--- src/rtl/uart_tx_scheduler.sv ---
// Round-robin two-requester word-to-byte scheduler feeding the UART TX frame controller.
// Optional watchdog abort is built when TX_SCHED_TIMEOUT_EN is defined.
module uart_tx_scheduler #(
    parameter int TIMEOUT_CYC = 4096
) (
    input  logic        CLK,
    input  logic        RST,
    input  logic        req0_valid,
    input  logic [31:0] req0_data,
    input  logic [1:0]  req0_len,
    output logic        req0_ready,
    input  logic        req1_valid,
    input  logic [31:0] req1_data,
    input  logic [1:0]  req1_len,
    output logic        req1_ready,
    output logic [7:0]  P_DATA,
    output logic        DataVLD,
    input  logic        FBUSY,
    output logic        busy,
    output logic        done,
    output logic        done_src,
    output logic        err
);

    localparam logic [1:0] IDLE      = 2'd0;
    localparam logic [1:0] SEND      = 2'd1;
    localparam logic [1:0] WAIT_DONE = 2'd2;

    logic [1:0]  state;
    logic [31:0] data_q;
    logic [1:0]  len_q;
    logic        id_q;
    logic [1:0]  byte_cnt;
    logic [1:0]  nxt_cnt;
    logic        last_grant;
    logic        grant0;
    logic        grant1;
    logic        tmo_hit;

    // On a tie the requester that did not win last time goes first.
    assign grant0  = req0_valid && (!req1_valid || last_grant);
    assign grant1  = req1_valid && (!req0_valid || !last_grant);
    assign nxt_cnt = byte_cnt + 2'd1;

`ifdef TX_SCHED_TIMEOUT_EN
    localparam int CW = (TIMEOUT_CYC > 1) ? $clog2(TIMEOUT_CYC) : 1;
    localparam logic [CW-1:0] TMO_LAST = CW'(TIMEOUT_CYC - 1);

    logic [CW-1:0] tmo_cnt;
    logic          err_q;
    logic          adv;

    assign adv     = ((state == SEND) && FBUSY) ||
                     ((state == WAIT_DONE) && !FBUSY);
    assign tmo_hit = (state != IDLE) && (tmo_cnt == TMO_LAST);
    assign err     = err_q;

    // Restarts on every state change so it measures time spent in one state.
    always_ff @(posedge CLK) begin
        if (RST || state == IDLE || adv || tmo_hit) begin
            tmo_cnt <= '0;
        end else begin
            tmo_cnt <= tmo_cnt + 1'b1;
        end
    end

    always_ff @(posedge CLK) begin
        if (RST) begin
            err_q <= 1'b0;
        end else begin
            err_q <= tmo_hit;
        end
    end
`else
    assign tmo_hit = 1'b0;
    assign err     = 1'b0;
`endif

    always_ff @(posedge CLK) begin
        if (RST) begin
            state      <= IDLE;
            data_q     <= '0;
            len_q      <= '0;
            id_q       <= 1'b0;
            byte_cnt   <= '0;
            last_grant <= 1'b1;
            P_DATA     <= '0;
            DataVLD    <= 1'b0;
            req0_ready <= 1'b0;
            req1_ready <= 1'b0;
            busy       <= 1'b0;
            done       <= 1'b0;
            done_src   <= 1'b0;
        end else begin
            req0_ready <= 1'b0;
            req1_ready <= 1'b0;
            done       <= 1'b0;
            if (tmo_hit) begin
                DataVLD <= 1'b0;
                busy    <= 1'b0;
                state   <= IDLE;
            end else begin
                unique case (state)
                    IDLE: begin
                        if (grant0 || grant1) begin
                            data_q     <= grant1 ? req1_data : req0_data;
                            len_q      <= grant1 ? req1_len : req0_len;
                            id_q       <= grant1;
                            last_grant <= grant1;
                            byte_cnt   <= '0;
                            req0_ready <= grant0;
                            req1_ready <= grant1;
                            P_DATA     <= grant1 ? req1_data[7:0]
                                                 : req0_data[7:0];
                            DataVLD    <= 1'b1;
                            busy       <= 1'b1;
                            state      <= SEND;
                        end
                    end
                    SEND: begin
                        if (FBUSY) begin
                            DataVLD <= 1'b0;
                            state   <= WAIT_DONE;
                        end
                    end
                    WAIT_DONE: begin
                        if (!FBUSY) begin
                            if (byte_cnt == len_q) begin
                                done     <= 1'b1;
                                done_src <= id_q;
                                busy     <= 1'b0;
                                state    <= IDLE;
                            end else begin
                                byte_cnt <= nxt_cnt;
                                P_DATA   <= data_q[{nxt_cnt, 3'b000} +: 8];
                                DataVLD  <= 1'b1;
                                state    <= SEND;
                            end
                        end
                    end
                    default: begin
                        DataVLD <= 1'b0;
                        busy    <= 1'b0;
                        state   <= IDLE;
                    end
                endcase
            end
        end
    end

endmodule

--- config.mk ---
export PLATFORM = sky130hd
export DESIGN_NAME = uart_tx_scheduler
export DESIGN_NICKNAME = d
export VERILOG_FILES = /design/src/rtl/uart_tx_scheduler.sv
export SDC_FILE = /design/constraint.sdc
export NUM_CORES = 1
export LEC_CHECK = 0
export BUFFER_PORTS_ARGS = -buffer_cell sky130_fd_sc_hd__buf_2
export CAP_MARGIN = 0
export CORE_ASPECT_RATIO = 1.75
export CORE_MARGIN = 3
export CORE_UTILIZATION = 30
export CTS_CLUSTER_DIAMETER = 100
export DETAILED_ROUTE_END_ITERATION = 6
export GPL_TIMING_DRIVEN = 0
export PLACE_DENSITY_LB_ADDON = 0.15
export SYNTH_ARGS = -nofsm -noshare
export SYNTH_HDL_FRONTEND = slang
export SYNTH_SLANG_ARGS = --single-unit
--- constraint.sdc ---
create_clock -name CLK -period 1.9 [get_ports CLK]
set_clock_uncertainty 0.15 [all_clocks]
set_input_delay 0.19 -clock CLK [delete_from_list [all_inputs] [get_ports CLK]]
set_output_delay 0.19 -clock CLK [all_outputs]
set_load 0.03 [all_outputs]
==> key figures <==
Outcome
  – Status: completed

Clock network
  – Clock Latency Late Sink: 0.29 ns
  – Cts bufs inserted: 5
  – TritonCTS clock tree: done
  – Clock-pin slew on the worst setup and hold paths: 0.07 ns
  – H-tree depth: 2
  – Root Buffer: clkbuf_16
  – Clk sink count: 54
  – Clock Tree Buf Depth: 2
  – Post-CTS Setup Bufs: 0

Yosys
  – Biggest area consumer among synthesized cells: dfxtp_1
  – Largest family of logic cells by synthesized area: compound AO/OA/AOI/OAI gates
  – Yosys warning count: 0
  – Yosys cell types: 41
  – List of most frequent post-synthesis cells: 54 x dfxtp_1, 54 x nor2_1, 37 x a211oi_1, 34 x mux2i_1, 10 x clkbuf_1
  – Top cells by area, synth: dfxtp_1 40%, mux2i_1 13%, a211oi_1 10%
  – Async set or reset register ratio after synthesis: 0%
  – Simple-Gate Fraction of Synth Area: 11.1%
  – Sequential share of the synthesized area: 39.8%
  – Synth Area in Adders: 0%
  – Post-Synth XOR/XNOR Area: 1.24%
  – Post-Syn Area: 0.00272 mm^2
  – Complex-gate fraction of the synthesized area: 20.8%
  – Synth Net Count: 340
  – Most frequently used flop master after synthesis: dfxtp_1
  – Syn avg cell area: 10.2 um^2
  – EDFF count, synth: 0
  – Post-synth top area share: 39.8%
  – #FFs+latches synth: 54
  – Gate Count Post-Synth: 267
  – Post-synthesis mux area share: 20.3%

Pwr
  – P_leak: 1.56 nW
  – Pwr Density: 936 mW/mm^2
  – Peak VDD IR: 433 uV

Placement
  – I/O Buffers: 84
  – Hpwl dp: 5.66 mm
  – Final GP Congestion: 0.792
  – DP Worst Slack: 0.0462 ns
  – Dpl cell area: 0.00328 mm^2

Critical path
  – Cell with the largest stage delay on the worst path: or4b_1
  – Max stage delay on crit path: 0.54 ns
  – CP Capture Type: flip-flop
  – Required time of the critical path: 1.98 ns
  – WS Path Type: reg2reg
  – Crit path buf inv count: 1
  – Crit-path leading delay family: simple AND/OR/NAND/NOR gates
  – Worst path arrival time: 1.83 ns
  – Crit-path cells: buf_6 > xnor2_2 > nand2_1 > or4b_1 > a21oi_1
  – Worst setup SP type: flip-flop
  – Crit path max fanout: 10

Global routing
  – First-pass GRT wire length: 11.6 mm
  – Initial antenna violation count: 0
  – Overflow after GRT: 0
  – Vias in the first global route: 2321
  – Largest net degree at the start of global routing: 17
  – Gr usage total: 14.3%

Routing
  – Routed Wire Length: 7.08 mm
  – Initial DRC Count: 108
  – Post-route DRC violation count: 0
  – DR WL/cell: 14.9 um
  – Via-to-Cell Ratio: 4.74
  – Total vias in the final route: 2258
  – Routed Antenna Nets: 0
  – TritonRoute pass-1 iters: 4

Final layout
  – Fraction of layout cells with a size suffix above 1: 34.5%
  – N_diodes: 0
  – Final net count: 431
  – Design Area, Final: 0.00350 mm^2
  – Fill cell count: 883
  – Area of the multi-input gates: 0.00146 mm^2
  – Area Growth Syn to Fin: 28.7%
  – Register area: 0.00108 mm^2

Die
  – I/O pins: 88
  – Die Area: 0.0103 mm^2
  – Num rows: 45
  – Core area: 0.00873 mm^2
  – Die width: 77.9 um
  – Starting Density: 31.1%
  – Die Ht: 132 um

STA
  – Worst-Margin Slew: 0.633 ns
  – RSZ-0062 raised after global routing: no
  – Slew headroom: 57.8%
  – Pins over their slew limit: 0
  – Final hold violations: 0
  – Worst setup margin: 0.145 ns
  – Crit share post-route: 92.4%
  – Setup violators final: 0
  – Minimum clock period: 1.76 ns
  – Fmax: 570 MHz
  – Setup TNS: 0 ns
  – WHS: 0.0770 ns

Job
  – # Max-Cap Violations: 0

Min path
  – HP Class: in2reg
==> what timing repair did <==
item,4_1_cts,5_1_grt
hold buffers,0,0
resized for setup,0,9
setup endpoints to repair,0,36
==> area by class of cell <==
type	count	area share [%]
Inverter	1	0.107
Timing Repair Buffer	84	12.0
Multi-Input combinational cell	185	41.6
Sequential cell	54	30.9
Clock buffer	6	3.97
Buffer	27	5.44
Tap cell	117	4.19
Clock inverter	2	1.72
==> layout by cell type (no fill, tap or decap), drive strengths merged, types with 2 or more instances in the layout <==
| master | count |
|---|---|
| buf | 96 |
| nor2 | 54 |
| dfxtp | 54 |
| a211oi | 37 |
| mux2i | 34 |
| clkbuf | 21 |
| mux4 | 8 |
| a21o | 8 |
| a221oi | 8 |
| nand2 | 6 |
| o21bai | 2 |
| nor3 | 2 |
| a21oi | 2 |
| o31ai | 2 |
| a31oi | 2 |
| bufinv | 2 |
| xnor2 | 2 |
==> cells by family (layout without fill, tap and decap cells) <==
kind of cell,Yosys count,after routing
buffers and inverters,28,120
multiplexers,42,42
AND/OR/NAND/NOR,71,71
XOR/XNOR,3,3
AO/OA/AOI/OAI,68,68
flip-flops,54,54
other,1,1
==> final timing paths <==
| path | from | cells after the start | to | slack (ns) |
|---|---|---|---|---|
| worst max-delay path | byte_cnt[0] | 5 | done_src | 0.14 |
| worst min-delay path | req0_valid | 2 | req0_ready | 0.08 |
| worst max register to register | byte_cnt[0] | 5 | done_src | 0.14 |
| worst min register to register | done_src | 2 | done_src | 0.33 |
==> metrics by stage <==
step / cells / util (%) / power [W]
finish: 476 / 40.1 / 0.00327
global route: 476 / 40.1 / 0.00344
CTS: 476 / 39.9 / 0.00330
detailed placement: 468 / 37.6 / 0.00210
global placement: 468 / 37.6 / 0.00209
floorplan: 267 / - / 0.00186
==> power breakdown <==
part | internal (W) | switching, W
combinational | 0.000325 | 0.000411
sequential | 0.00127 | 0.0000700
clock | 0.000791 | 0.000413
total | 0.00238 | 0.000893
==> routing by layer <==
metal | GRT usage (%) | vias to the layer above | share of wire [%]
met3 | 2.60 | 6 | 4.8
met1 | 16.0 | 1021 | 39
li1 | - | 1171 | -
met2 | 26.6 | 60 | 54
met4 | 4.67 | 0 | 1.5
met5 | 0 | - | 0
==> registers in the layout, summed over array words and instances, names as in the netlist <==
name,count
done_src,1
req0_ready,1
done,1
byte_cnt,2
busy,1
req1_ready,1
P_DATA,8
id_q,1
last_grant,1
DataVLD,1
data_q,32
len_q,2
state,2
No activity file was read; power rests on OpenSTA's default activity.
